### src/rtl/hazard_stall_unit.sv
// Pipeline hazard detector for a 5-stage MIPS-style core with branches resolved in ID.
// Produces stall/bubble/flush controls and keeps saturating stall and flush statistics.
module hazard_stall_unit (
    input  logic        clk,
    input  logic        rst,
    input  logic [4:0]  IF_ID_RS,
    input  logic [4:0]  IF_ID_RT,
    input  logic        ID_USES_RT,
    input  logic        ID_BRANCH,
    input  logic        ID_JUMP,
    input  logic        BRANCH_TAKEN,
    input  logic [4:0]  ID_EX_WRITE_REG,
    input  logic        ID_EX_REGWRITE,
    input  logic        ID_EX_MEMREAD,
    input  logic [4:0]  EX_MEM_WRITE_REG,
    input  logic        EX_MEM_MEMREAD,
    output logic        PC_WRITE,
    output logic        IF_ID_WRITE,
    output logic        ID_EX_BUBBLE,
    output logic        IF_ID_FLUSH,
    output logic [15:0] STALL_CYCLES,
    output logic [15:0] FLUSH_COUNT
);

    typedef enum logic {RUN, HOLD} state_t;

    state_t      state_reg;
    logic [1:0]  rem_reg;
    logic [15:0] stall_cnt_reg;
    logic [15:0] flush_cnt_reg;

    logic        ex_match;
    logic        mem_match;
    logic [1:0]  need;

    // Register 0 is hard-wired to zero, so it never matches a source operand.
    function automatic logic src_match(
        input logic [4:0] x,
        input logic [4:0] rs,
        input logic [4:0] rt,
        input logic       uses_rt
    );
        return (x != 5'd0) && ((x == rs) || (uses_rt && (x == rt)));
    endfunction

    always_comb begin
        ex_match  = src_match(ID_EX_WRITE_REG, IF_ID_RS, IF_ID_RT, ID_USES_RT);
        mem_match = src_match(EX_MEM_WRITE_REG, IF_ID_RS, IF_ID_RT, ID_USES_RT);
        need      = 2'd0;
        if (ID_EX_MEMREAD && ex_match)
            need = 2'd1;
        if (ID_BRANCH && ID_EX_REGWRITE && !ID_EX_MEMREAD && ex_match)
            need = 2'd1;
        if (ID_BRANCH && EX_MEM_MEMREAD && mem_match)
            need = 2'd1;
        // A branch waiting on a load still in EX needs the longest wait.
        if (ID_BRANCH && ID_EX_MEMREAD && ex_match)
            need = 2'd2;
    end

    // Stall controls are combinational so the hazard is covered in the cycle it is seen.
    always_comb begin
        PC_WRITE     = 1'b1;
        IF_ID_WRITE  = 1'b1;
        ID_EX_BUBBLE = 1'b0;
        IF_ID_FLUSH  = 1'b0;
        if (!rst) begin
            if (state_reg == HOLD || need != 2'd0) begin
                PC_WRITE     = 1'b0;
                IF_ID_WRITE  = 1'b0;
                ID_EX_BUBBLE = 1'b1;
            end else begin
                IF_ID_FLUSH = (ID_BRANCH && BRANCH_TAKEN) || ID_JUMP;
            end
        end
    end

    always_ff @(posedge clk) begin
        if (rst) begin
            state_reg     <= RUN;
            rem_reg       <= 2'd0;
            stall_cnt_reg <= 16'd0;
            flush_cnt_reg <= 16'd0;
        end else begin
            case (state_reg)
                RUN: begin
                    if (need == 2'd2) begin
                        state_reg <= HOLD;
                        rem_reg   <= 2'd1;
                    end
                end
                HOLD: begin
                    rem_reg <= rem_reg - 2'd1;
                    if (rem_reg <= 2'd1)
                        state_reg <= RUN;
                end
                default: begin
                    state_reg <= RUN;
                    rem_reg   <= 2'd0;
                end
            endcase
            if (!PC_WRITE && stall_cnt_reg != 16'hFFFF)
                stall_cnt_reg <= stall_cnt_reg + 16'd1;
            if (IF_ID_FLUSH && flush_cnt_reg != 16'hFFFF)
                flush_cnt_reg <= flush_cnt_reg + 16'd1;
        end
    end

    assign STALL_CYCLES = stall_cnt_reg;
    assign FLUSH_COUNT  = flush_cnt_reg;

endmodule

### config.mk
export PLATFORM = sky130hd
export DESIGN_NAME = hazard_stall_unit
export DESIGN_NICKNAME = d
export VERILOG_FILES = /design/src/rtl/hazard_stall_unit.sv
export SDC_FILE = /design/constraint.sdc
export NUM_CORES = 1
export LEC_CHECK = 0
export CAP_MARGIN = 20
export CORE_MARGIN = 2
export CORE_UTILIZATION = 63
export DETAILED_ROUTE_END_ITERATION = 16
export DONT_BUFFER_PORTS = 1
export PLACE_DENSITY = 0.79
export SLEW_MARGIN = 5
export SYNTH_ARGS = -nofsm -noshare
export SYNTH_HDL_FRONTEND = slang
export SYNTH_SLANG_ARGS = --single-unit
### constraint.sdc
create_clock -name clk -period 2.45 [get_ports clk]
set_clock_uncertainty 0.15 [all_clocks]
set_input_delay 0.1225 -clock clk [delete_from_list [all_inputs] [get_ports clk]]
set_output_delay 0.1225 -clock clk [all_outputs]
set_load 0.05 [all_outputs]
; Yosys cells after proc, flatten, opt, wreduce, memory -nomap -nowiden
; Cells that the tools add are included.
[classes]
addsub = 3
order_cmp = 1
n_eq_ne = 8
muxes = 15
bitwise_logic = 1
reduce_logical = 24
[ops]
columns = cell, count
row1 = $add 16x1->16 const B, 2
row2 = $ne 16x16->1 const B, 2
row3 = $eq 5x5->1, 4
row4 = $logic_and 1x1->1, 15
row5 = $mux 1, 10
row6 = $reduce_bool 5->1, 2
row7 = $mux 2, 3
row8 = $logic_or 1x1->1, 4
row9 = $pmux 2 s2, 1
row10 = $eq 2x2->1 const B, 1
row11 = $le 2x1->1 const B, 1
row12 = $logic_not 1->1, 2
row13 = $ne 2x2->1 const B, 1
row14 = $pmux 1 s2, 1
row15 = $reduce_bool 2->1, 1
row16 = $sub 2x1->2 const B, 1
row17 = $not 1->1, 1
[totals]
regBits = 35
in_bits = 29
output_inout_bits = 36
wordCells = 56

; Depth between registers and ports, before layout
[logic_depth]
depth_word = 15
ltp_mapped = 9
depth_no_buf = 7

; Worst setup path before layout
; Ideal clock, no wire load.
[synth_path]
kind = register to register
from = reg stall_cnt_reg[4] (netlist: STALL_CYCLES[4])
to = reg stall_cnt_reg[10] (netlist: STALL_CYCLES[10])
setup_ps = 123
arrival_time_ps = 2256
required_ps = 2177
path_slack_ps = -79
stages_incl_launch_ff = 9
path_buffers = 1
synth_period_minus_slack_ps = 2529
path_cell_list = dfxtp_1 and4_1 and2_1 and3_1 and3b_1 clkbuf_1 a211oi_2 nand3_1 mux2_1
[synth_between]
elab_chain_len = 2
word_cells_on_any_way = 3
classes_between = 1 x add/sub / 1 x eq/ne / 1 x reduce/logical
[synth_rtl]
columns = element, line_no
row1 = "start, declared", 29  ; logic [15:0] stall_cnt_reg;
row2 = "start signal, assigned", 103  ; stall_cnt_reg <= stall_cnt_reg + 16'd1;
row3 = "parallel branches: the longest is 2 deep, another holds $add 16x1->16", -
; Several ways; the timed one is not identified.
; A chain may end at the register's enable or synchronous reset.

; Worst setup path in the final report
[layout_path]
from = reg stall_cnt_reg[7] (netlist: STALL_CYCLES[7])
to = reg stall_cnt_reg[10] (netlist: STALL_CYCLES[10])
; Same word-level chain as after synthesis.

==> results.tsv <==
metric	value	unit
Sw Share	0.2487	
DIE AREA	3698	sq um
maximum net fanout on the critical path	8	
unrepaired setup endpoints after global routing	no	
largest cells by area after synthesis	sky130_fd_sc_hd__dfxtp_1 34%, sky130_fd_sc_hd__xnor2_1 14%, sky130_fd_sc_hd__nor2_1 4.8%	
post-synthesis cell count	239	
count of warnings emitted by yosys	0	
post-detailed-route count of antenna-violating nets	0	
crit path launch type	register	
DRC violation count after routing	0	
Final setup violation count	0	
Placed Instances	310	
synth unique cells	41	
maximum number of buffers from clock root to sink	2	
Initial Util	0.6660	
number of nets produced by synthesis	271	
final WL	5398	microns
final slew viol count	0	
initial antenna violation count	0	
initial detailed-routing violation count	73	
number of flip-flops and latches in the synthesized netlist	35	
maximum level of the CTS H-tree	2	
Clock Tree Root	sky130_fd_sc_hd__clkbuf_4	
number of global-route vias before repair	1916	
routability-driven placement congestion ratio	0.7829	
start of the worst register-to-register path	STALL_CYCLES[7]	
end point of the critical path	STALL_CYCLES[10]	
placeable core region	3053	sq um
Num CTS Buffers	5	
final worst path period need	2.311	ns
Comb power frac	0.130	
portion of the post-synthesis area used by sequential elements	0.3446	
terminus of the critical flop-to-flop path	STALL_CYCLES[10]	
result of the run	completed	
post-synth design cell area	2033	sq um
number of placement rows	20	
largest net degree at the start of global routing	36	
depth of the worst register-to-register path	7	
power density over the cells	468.5	nW/um^2
total number of vias	1978	
portion of total power attributed to the clock network	0.373	
data required time at the worst endpoint	2.53	ns
WL per Instance	16.71	microns
maximum operating frequency	432.8	MHz
wire length of the first global-routing pass	8273	microns
Worst Hold Class	input port to register	
global-route congestion overflow total	0	
ratio of final minimum period to clock period	0.9432	
Switch Pwr	0.0002894	W
leakage power of the design	0.8921	nW
Syn Area/Cell	8.507	sq um
category of the most critical setup path	register to register	
count of buffers inserted at the top-level ports	0	
clk sink count	35	
max_slew headroom	0.6424	
DR pass1 iterations	4	
number of filler cells placed in the layout	204	
Internal Power	0.0008742	W
most frequent cells in the layout	37 x sky130_fd_sc_hd__buf_4, 32 x sky130_fd_sc_hd__xnor2_1, 30 x sky130_fd_sc_hd__dfxtp_1, 26 x sky130_fd_sc_hd__nor2_1, 20 x sky130_fd_sc_hd__nand2_1	
worst ir drop on vdd	0.4142	mV
max-capacitance violation count	0	
endpoints failing hold	0	
Via density	6.124	
setup_tns	0	ns
hpwl dp	3833	microns
proportion of layout cells with a drive suffix above 1	0.2115	
sequential share of power	0.497	
total I/O pin count	65	
post-layout net count	310	
clock transition time at the flip-flop clock pins of the worst setup and hold paths	0.10	ns
post-CTS setup-driven buffer insertion count	0	
final cell count without fillers	323	
combined global-route utilization of all metal layers	0.3009	
Area Growth Syn to Fin	22.15	%
R2R Setup Slk	0.14	ns
clock insertion delay at the later pin of the skew report	0.34	ns
clock tree from TritonCTS	built	
commonest non-fill, non-tap cell in the layout	sky130_fd_sc_hd__buf_4	
critical path endpoint category	register	
area share of the leading cell type in the synthesized netlist	0.3446	
cell type contributing the most total cell area after synthesis	sky130_fd_sc_hd__dfxtp_1	
die width	60.81	microns
Critical Path Start	STALL_CYCLES[7]	
Slew @ Worst Pin	0.5365	ns
endpoint arrival time on the critical path	2.39	ns
Antenna Cells	0	
height of the chip	60.81	microns
==> timing repair <==
action,in CTS,in global routing
setup endpoints to repair,0,3
hold endpoints to repair,35,0
gates resized for setup,0,1
hold buffers,4,0
==> final cells by class <==
cell class,count,area [sq um],share of cell area
multi-input cells,188,1281,0.5159
repair buffers,41,327.8,0.1320
clock buffers,6,51.30,0.02065
inverters,7,26.28,0.01058
flip-flops and latches,35,706.9,0.2846
clock inverters,2,35.03,0.01411
well taps,44,55.05,0.02217
==> Yosys cell counts (all sizes together) <==
| master | number |
|---|---|
| ha | 3 |
| a21o | 3 |
| clkbuf | 7 |
| o21a | 1 |
| xnor2 | 32 |
| a22oi | 1 |
| or3 | 1 |
| a21oi | 15 |
| nor2b | 2 |
| a41oi | 1 |
| nor3b | 1 |
| or4 | 10 |
| buf | 3 |
| and4 | 4 |
| a211oi | 10 |
| and2 | 2 |
| nand2 | 20 |
| o21ai | 2 |
| o22ai | 1 |
| o211ai | 2 |
| and3b | 1 |
| nor2 | 26 |
| inv | 7 |
| xor2 | 4 |
| o32ai | 1 |
| nand4 | 8 |
| and3 | 4 |
| mux2i | 4 |
| mux2 | 1 |
| nor3 | 1 |
| o31ai | 9 |
| nand3 | 15 |
| dfxtp | 35 |
| a31oi | 2 |
==> worst max-delay path, stage by stage (launching register included) <==
cell and delay (ns):
sky130_fd_sc_hd__dfxtp_2 0.33, sky130_fd_sc_hd__and4_1 0.23, sky130_fd_sc_hd__and2_1 0.19, sky130_fd_sc_hd__and3_1 0.23
sky130_fd_sc_hd__and3b_1 0.28, sky130_fd_sc_hd__a211oi_2 0.33, sky130_fd_sc_hd__nand3_1 0.15, sky130_fd_sc_hd__mux2_1 0.33
==> cell families (layout without fill, tap and decap cells) <==
logic type                 Yosys count  in the layout  synth area share
AOI/OAI and AO/OA                   48             48            0.1754
DFF                                 35             35            0.3446
xor gates and xnor gates            36             36            0.1551
buffers and inverters               17             56           0.03447
muxes                                5              5           0.02523
adders and majority gates            3              3           0.01846
and+or+nand+nor                     95             96            0.2468
==> routing by layer <==
| metal | GRT usage | part of all wire |
|---|---|---|
| met4 | 0.1087 | 0.018 |
| met5 | 0 | 0 |
| met3 | 0.07676 | 0.066 |
| met1 | 0.3681 | 0.41 |
| met2 | 0.5115 | 0.50 |
==> through the flow <==
step	hold WS, ns	setup WS [ns]	power (W)	util	instance area (sq um)
finish	0.007058	0.1393	0.001164	0.8135	2484
global route	0.01978	0.04957	0.001214	0.8135	2484
CTS	0.006554	0.09442	0.001161	0.8074	2465
detailed placement	0.04528	0.1261	0.0007190	0.7627	2328
global placement	0.04209	0.2178	0.0007126	0.7627	2328
floorplan	0.2514	0.004636	0.0007024	-	2039
==> power by group through the flow <==
stage | Clock [W] | Combinational [W] | Sequential [W]
after global placement | 0 | 0.000122 | 0.000590
after CTS | 0.000438 | 0.000145 | 0.000578
final | 0.000434 | 0.000152 | 0.000578
after detailed placement | 0 | 0.000128 | 0.000591
after global routing | 0.000473 | 0.000162 | 0.000579
after floorplan | 0 | 0.0000933 | 0.000609
==> worst min path at each step <==
stage / startpoint / end / slack (ns) / cells past startpoint
2_1_floorplan: ID_BRANCH / state_reg / 0.25 / 2
3_5_place_dp: rst / FLUSH_COUNT[6] / 0.05 / 1
3_3_place_gp: rst / FLUSH_COUNT[6] / 0.04 / 1
6_report: ID_EX_MEMREAD / rem_reg[1] / 0.007 / 3
5_1_grt: ID_EX_MEMREAD / rem_reg[1] / 0.02 / 3
4_1_cts: ID_EX_MEMREAD / rem_reg[1] / 0.007 / 3
(Power assumes the default switching activity.)
